`src/rtl/nibble_serial_subtractor.sv`:
```
// Word-wide A - B built from one 4-bit subtract slice, stepped LSB nibble
// first with the carry held in a flop between steps; valid/ready on both sides.
module nibble_serial_subtractor #(
   parameter int WIDTH = 16
) (
   input  logic             clk,
   input  logic             rst_n,
   input  logic             in_valid,
   output logic             in_ready,
   input  logic [WIDTH-1:0] a,
   input  logic [WIDTH-1:0] b,
   output logic             out_valid,
   input  logic             out_ready,
   output logic [WIDTH:0]   result,
   output logic             neg,
   output logic             ovf,
   output logic             busy
);

   localparam int NIB = WIDTH / 4;
   localparam int IW  = $clog2(NIB);

   typedef enum logic [1:0] {IDLE, RUN, DONE} state_t;

   state_t           state;
   logic [WIDTH-1:0] a_r, b_r, diff_r, diff_next;
   logic             carry;
   logic [IW-1:0]    idx;
   logic [3:0]       a_nib, b_nib;
   logic [4:0]       sum;
   logic             last;

   // One slice of the two's-complement subtract: x + ~y + cin, carry in bit 4.
   function automatic logic [4:0] sub_nib(input logic [3:0] x, input logic [3:0] y,
                                          input logic cin);
      return {1'b0, x} + {1'b0, ~y} + {4'd0, cin};
   endfunction

   always_comb begin
      a_nib     = a_r[{idx, 2'b00} +: 4];
      b_nib     = b_r[{idx, 2'b00} +: 4];
      sum       = sub_nib(a_nib, b_nib, carry);
      last      = (idx == IW'(NIB - 1));
      diff_next = diff_r;
      diff_next[{idx, 2'b00} +: 4] = sum[3:0];
   end

   assign in_ready  = (state == IDLE);
   assign out_valid = (state == DONE);

   // Result flags are loaded only on the final nibble so they stay put
   // outside DONE instead of showing partial sums.
   always_ff @(posedge clk or negedge rst_n) begin
      if (!rst_n) begin
         state  <= IDLE;
         a_r    <= '0;
         b_r    <= '0;
         diff_r <= '0;
         carry  <= 1'b0;
         idx    <= '0;
         result <= '0;
         neg    <= 1'b1;
         ovf    <= 1'b0;
         busy   <= 1'b0;
      end else begin
         case (state)
            IDLE: begin
               if (in_valid) begin
                  a_r    <= a;
                  b_r    <= b;
                  carry  <= 1'b1;
                  idx    <= '0;
                  diff_r <= '0;
                  state  <= RUN;
               end
            end
            RUN: begin
               diff_r <= diff_next;
               carry  <= sum[4];
               idx    <= idx + 1'b1;
               busy   <= !last;
               if (last) begin
                  state  <= DONE;
                  result <= {sum[4], diff_next};
                  neg    <= ~sum[4];
                  ovf    <= (a_r[WIDTH-1] != b_r[WIDTH-1]) && (sum[3] != a_r[WIDTH-1]);
               end
            end
            DONE: begin
               if (out_ready) state <= IDLE;
            end
            default: state <= IDLE;
         endcase
      end
   end

endmodule

```
`config.mk`:
```
export PLATFORM = sky130hd
export DESIGN_NAME = nibble_serial_subtractor
export DESIGN_NICKNAME = d
export VERILOG_FILES = /design/src/rtl/nibble_serial_subtractor.sv
export SDC_FILE = /design/constraint.sdc
export NUM_CORES = 1
export LEC_CHECK = 0
export CORE_AREA = 2 2 101 79
export DETAILED_ROUTE_END_ITERATION = 6
export DIE_AREA = 0 0 103 81
export GPL_TIMING_DRIVEN = 0
export PLACE_DENSITY = 0.75
export SLEW_MARGIN = 20
export SYNTH_ARGS = -nofsm -noshare
export SYNTH_HDL_FRONTEND = slang
export SYNTH_SLANG_ARGS = --single-unit
```
`constraint.sdc`:
```
create_clock -name clk -period 2.8 [get_ports clk]
set_clock_uncertainty 0.1 [all_clocks]
set_input_delay 0.56 -clock clk [delete_from_list [all_inputs] [get_ports clk]]
set_output_delay 0.56 -clock clk [all_outputs]
set_load 0.005 [all_outputs]
```
==> flow_metrics.py, run 1 <==
metrics = {
    "drt": {
        "drc_errors": 0,
        "ant_nets": 0,
        "vias_per_cell": 5.36,
        "wl_per_cell_um": 16.6,
        "drt_iter0_markers": 134,
        "dr.pass1.iters": 4,
        "routed_wirelength_um": 7500,
        "route.vias.total": 2424,
    },
    "global_route": {
        "grt_use_total_pct": 20.2,
        "grt_pass1_wl_um": 12300,
        "antenna_found_initial": 0,
        "first_global_vias": 2397,
        "grt_max_degree": 49,
        "grt_overflow": 0,
    },
    "worst_setup_path": {
        "cpPeakStageDelay_ns": 0.53,
        "cp.arrival_ns": 2.85,
        "path_cells": "buf_12 > mux4_2 > fa_1 > inv_1 > fa_2 > a221oi_2 > nor2_1",
        "crit_required_ns": 2.93,
        "end_kind": "flop",
        "slowest_stage": "fa_2",
        "worst-path-max-fanout": 10,
        "cp-start-kind": "flop",
        "path_class": "reg -> reg",
    },
    "finish": {
        "finalNetCount": 389,
        "area_delta_synth_final_pct": 30.1,
        "antenna_cells": 0,
        "layout.cells.non_filler": 452,
        "fill_cells": 633,
        "drive_above_1_share_pct": 27.7,
        "stdcell_area_mm2": 0.00447,
    },
    "power_and_ir_drop": {
        "peakVddDrop_uv": 987,
        "cellLeakagePower_nw": 1.92,
        "powerDensity_mw_per_mm2": 1400,
    },
    "synthesis": {
        "synth-compound-area-share_pct": 12.3,
        "synth.distinct_cells": 41,
        "synthSimpleGateAreaFrac_pct": 9.95,
        "synth_area_mm2": 0.00343,
        "avgSynthCellArea_um2": 12.8,
        "synth-seq-cells": 73,
        "synthCells": 268,
        "synthAdderAreaFrac_pct": 4.45,
        "seq_area_frac_synth_pct": 53.2,
        "synth_xor_area_share_pct": 0.729,
        "yosysTopAreaCell": "dfrtp_1",
        "synth_top_area_share_pct": 52.5,
        "synth.most_common_cell": "dfrtp_1",
        "syn_nets": 315,
        "async_flop_share_pct": 100,
        "synthMuxAreaShare_pct": 15.7,
        "synthTopCellsByCount": "72 x dfrtp_1, 32 x mux2_2, 29 x nor2_1, 18 x nand2_1, 14 x inv_1",
        "synth_top_family_by_area": "multiplexers",
        "synthTopCellsByArea": "dfrtp_1 52%, mux2_2 10%, mux4_2 5.2%, ha_1 3.3%, nor2_1 3.2%",
        "dominantRegCellSynth": "dfrtp_1",
        "ys.warnings.count": 0,
        "synth_edf_count": 0,
    },
    "sta": {
        "min_period_over_period_pct": 97.1,
        "maxSlewViolCount": 0,
        "fin_tns_setup_ns": 0,
        "worstMarginPinSlew_ns": 0.577,
        "setup_violations": 0,
        "period_minus_slack_ns": 2.72,
        "hold_viol": 0,
        "fmax_ghz": 0.368,
        "maxSlewHeadroom_pct": 61.5,
        "worst_slack_ns": 0.0805,
        "whs_ns": 0.0209,
    },
    "die": {
        "coreArea_mm2": 0.00750,
        "num_rows": 28,
        "die_height_um": 81,
        "pin_count": 58,
        "initial_core_util_pct": 45.8,
        "die_area_mm2": 0.00834,
        "die_x_um": 103,
    },
    "clock_network": {
        "clk_pin_slew_ns": 0.07,
        "cts-root-buf": "clkbuf_8",
        "cts_tree": "done",
        "clock_path_buffers": 2,
        "numCtsBuffers": 9,
        "clkSinkCount": 73,
        "htree_levels": 3,
        "hold_buffers": 0,
        "clk_latency_ns": 0.35,
    },
    "outcome": {
        "status": "complete, no violations",
    },
    "placement": {
        "routabilityCongestion": 0.832,
        "dp_cells": 431,
        "io_buffers": 57,
        "dpl-instance-area_mm2": 0.00416,
        "hpwl_um": 5230,
        "dp_slack_ns": -0.403,
    },
    "job": {
        "max_cap_viol_count": 0,
    },
    "min_path": {
        "hold_class": "in -> async",
    },
}
flip-flops by register name, summed over array words and instances (netlist names):
register  flops
state         2
carry         1
b_r          16
result       17
a_r          16
diff_r       16
idx           2
busy          1
neg           1
ovf           1
cell type report:
cell class	count	area, um^2	area share [%]
sequential	73	1830	41.0
multi-input combinational	169	1550	34.6
timing repair buffer	64	641	14.3
clock buffer	13	149	3.33
tap	105	131	2.94
buffer	11	77.6	1.74
inverter	14	52.6	1.18
clock inverter	3	40.0	0.897
path summary, 6_finish.rpt:
check,from,end,slack [ns],cells past startpoint
setup / recovery,idx[0],result[9],0.08,7
hold / removal,rst_n,a_r[11],0.02,1
setup reg to reg,idx[0],result[9],0.08,7
hold reg to reg,neg,neg,0.37,2
max in group asynchronous,rst_n,neg,1.98,2
min in group clk,neg,neg,0.37,2
routing by layer:
metal	track usage [%]	share of wire, %	routed length [um]	vias up
li1	-	-	-	1126
met1	26.8	46	3420	1222
met2	31.5	47	3560	67
met3	6.88	5.2	389	9
met4	6.32	1.6	123	0
met5	0	0	0	-
power breakdown:
part           switching (mW)  internal [mW]  total, mW
clock                   0.376          0.434      0.810
sequential              0.282           1.55       1.83
combinational            1.96           1.65       3.61
cell usage in the layout, fill, tap and decap left out, types with 4 or more instances in the layout:
| cell type | n |
|---|---|
| clkdlybuf4s50_1 | 56 |
| mux4_2 | 8 |
| inv_1 | 14 |
| nor2_1 | 29 |
| a22o_1 | 8 |
| ha_1 | 9 |
| o21ai_2 | 4 |
| buf_4 | 11 |
| o21ai_0 | 8 |
| a31o_2 | 4 |
| nand2_1 | 18 |
| a221oi_2 | 4 |
| mux2_2 | 32 |
| dfrtp_1 | 71 |
| a32o_1 | 8 |
| clkbuf_8 | 10 |
| clkbuf_1 | 5 |
| a221oi_1 | 8 |
what timing repair did:
| action | in CTS | in global routing |
|---|---|---|
| pin swaps | 0 | 3 |
| setup buffers | 0 | 6 |
| gates resized for setup | 7 | 8 |
| setup endpoints to repair | 25 | 17 |
through the flow:
stage / utilization [%] / total power [mW]
6_report: 59.6 / 6.26
5_1_grt: 59.6 / 6.73
4_1_cts: 58.4 / 6.08
3_5_place_dp: 55.5 / 5.08
3_3_place_gp: 55.2 / 4.95
2_1_floorplan: - / 3.95
worst max-delay path, delay by kind of cell, from the launching register on:
| family | cells | cell delay, ns |
|---|---|---|
| and+or+nand+nor | 1 | 0.06 |
| adders and majority gates | 2 | 0.93 |
| buffers and inverters | 2 | 0.25 |
| AOI/OAI and AO/OA | 1 | 0.30 |
| muxes | 1 | 0.52 |
| DFF | 1 | 0.43 |
kinds of logic after synthesis:
kind of cell | count (synthesis)
AO/OA/AOI/OAI | 52
XOR/XNOR | 2
adder cells (fa/ha/maj) | 11
buffers and inverters | 26
flip-flops | 73
multiplexers | 40
AND/OR/NAND/NOR | 64
No activity file was read; power rests on OpenSTA's default activity.
==> run 2: changes to the inputs <==
--- a/config.mk
+++ b/config.mk
@@ -6,10 +6,11 @@
 export NUM_CORES = 1
 export LEC_CHECK = 0
 export CORE_AREA = 2 2 101 79
+export CTS_CLUSTER_SIZE = 12
 export DETAILED_ROUTE_END_ITERATION = 6
 export DIE_AREA = 0 0 103 81
 export GPL_TIMING_DRIVEN = 0
-export PLACE_DENSITY = 0.75
+export PLACE_DENSITY_LB_ADDON = 0.25
 export SLEW_MARGIN = 20
 export SYNTH_ARGS = -nofsm -noshare
 export SYNTH_HDL_FRONTEND = slang
==> flow_metrics.py, run 2 (synthesis results as in run 1) <==
metrics = {
    "outcome": {
        "status": "complete, no violations",
    },
    "finish": {
        "drive_above_1_share_pct": 26.6,
        "finalNetCount": 384,
        "largest_reg_flops": 17,
        "final_cell_mix": "71 x dfrtp_1, 56 x clkdlybuf4s50_1, 32 x mux2_2",
        "area_delta_synth_final_pct": 28.4,
        "antenna_cells": 0,
        "largest-register": "result",
        "final_common_cell": "dfrtp_1",
    },
    "worst_setup_path": {
        "end_kind": "flop",
        "path_class": "reg -> reg",
        "crit_family": "adder cells",
        "crit_required_ns": 2.94,
        "slowest_stage": "fa_2",
        "cp.arrival_ns": 2.86,
        "cp_num_buf_inv": 2,
        "worst-path-max-fanout": 10,
        "cp-start-kind": "flop",
        "cpPeakStageDelay_ns": 0.55,
        "path_cells": "buf_12 > mux4_2 > fa_1 > inv_1 > fa_2 > a221oi_2 > nor2_1",
    },
    "global_route": {
        "first_global_vias": 2429,
        "antenna_found_initial": 0,
        "grt_use_total_pct": 20.5,
        "grt_pass1_wl_um": 12500,
        "grt_overflow": 0,
        "grt_max_degree": 46,
    },
    "sta": {
        "maxSlewViolCount": 0,
        "worst_slack_ns": 0.0739,
        "whs_ns": 0.0293,
        "period_minus_slack_ns": 2.73,
        "fmax_ghz": 0.367,
        "hold_viol": 0,
        "setup_violations": 0,
        "worstMarginPinSlew_ns": 0.611,
        "min_period_over_period_pct": 97.4,
        "maxSlewHeadroom_pct": 59.3,
    },
    "die": {
        "coreArea_mm2": 0.00750,
        "pin_count": 58,
        "initial_core_util_pct": 45.8,
        "die_height_um": 81,
        "die_x_um": 103,
        "die_area_mm2": 0.00834,
        "num_rows": 28,
    },
    "clock_network": {
        "cts_tree": "done",
        "numCtsBuffers": 9,
        "clk_latency_ns": 0.35,
        "clkSinkCount": 73,
        "clock_path_buffers": 2,
        "cts-root-buf": "clkbuf_8",
        "clk_pin_slew_ns": 0.07,
        "hold_buffers": 0,
        "htree_levels": 3,
    },
    "drt": {
        "routed_wirelength_um": 7570,
        "drt_iter0_markers": 124,
        "wl_per_cell_um": 16.9,
        "ant_nets": 0,
        "drc_errors": 0,
        "vias_per_cell": 5.34,
        "route.vias.total": 2389,
        "dr.pass1.iters": 4,
    },
    "placement": {
        "dp_slack_ns": -0.312,
        "hpwl_um": 5270,
        "io_buffers": 57,
        "routabilityCongestion": 0.858,
    },
    "power_and_ir_drop": {
        "powerDensity_mw_per_mm2": 1400,
        "cellLeakagePower_nw": 1.89,
        "peakVddDrop_uv": 968,
    },
    "job": {
        "max_cap_viol_count": 0,
    },
    "min_path": {
        "hold_class": "in -> async",
    },
}
[run 2: changes by cell type in the layout (fill, tap and decap cells not counted), sizes merged]
cell,previous run,this run
buf,16,11
bufinv,1,0
clkinv,2,3
[run 2: power by group]
| part | leakage [nW] | switching, mW | internal (mW) |
|---|---|---|---|
| Sequential | 0.901 | 0.286 | 1.55 |
| Clock | 0.0932 | 0.376 | 0.366 |
| Combinational | 0.896 | 2.00 | 1.58 |
| Total | 1.89 | 2.66 | 3.50 |
[run 2: metal layers]
layer	vias up	wire (um)	share of wire (%)	track usage [%]
li1	1110	-	-	-
met1	1195	3540	47	28.5
met2	76	3460	46	30.8
met3	8	493	6.5	7.06
met4	0	70	0.93	5.53
met5	-	0	0	0
[run 2: cell type report]
type | instances | area [um^2]
fill | 652 | 3090
sequential | 73 | 1830
timing repair buffer | 59 | 603
clock inverter | 3 | 15.0
inverter | 14 | 52.6
buffer | 11 | 77.6
tap | 105 | 131
multi-input combinational | 169 | 1540
clock buffer | 13 | 159
[run 2: timing repair]
item,4_1_cts,5_1_grt
pin swaps,1,2
endpoints found under the setup margin,25,18
setup buffers,0,1
gates resized for setup,9,4
endpoints found under the hold margin,0,0
[run 2: worst register-to-register path: stages (launching register included)]
cell and delay [ns]:
dfrtp_2 0.42, buf_12 0.17, mux4_2 0.54, fa_1 0.39, inv_1 0.09, fa_2 0.56
a221oi_2 0.28, nor2_1 0.07
[run 2: metrics by stage]
step | setup TNS [ns] | power [mW] | instance area, um^2 | utilization (%) | instances
floorplan | 0 | 3.95 | 3430 | - | 268
global placement | -108.43 | 5.00 | 4140 | 55.2 | 430
detailed placement | -3.74 | 5.08 | 4160 | 55.5 | 431
CTS | 0 | 5.97 | 4370 | 58.2 | 446
global route | -0.0420 | 6.64 | 4410 | 58.8 | 447
finish | 0 | 6.16 | 4410 | 58.8 | 447
[run 2: worst paths after layout]
check                      startpoint        end  slack [ns]  cells past startpoint
setup / recovery               idx[0]  result[1]        0.07                      7
hold reg to reg                   neg        neg        0.36                      2
min in group clk                  neg        neg        0.36                      2
max in group asynchronous       rst_n        neg        1.96                      2
hold / removal                  rst_n        ovf        0.03                      1
setup reg to reg               idx[0]  result[1]        0.07                      7
==> run 3: changes to the inputs <==
--- a/config.mk
+++ b/config.mk
@@ -10,6 +10,7 @@
 export DETAILED_ROUTE_END_ITERATION = 6
 export DIE_AREA = 0 0 103 81
 export GPL_TIMING_DRIVEN = 0
+export HOLD_SLACK_MARGIN = 0.02
 export PLACE_DENSITY_LB_ADDON = 0.25
 export SLEW_MARGIN = 20
 export SYNTH_ARGS = -nofsm -noshare
==> results of run 3 <==
Same layout as run 2: the final DEF is identical, and so are final timing and power.
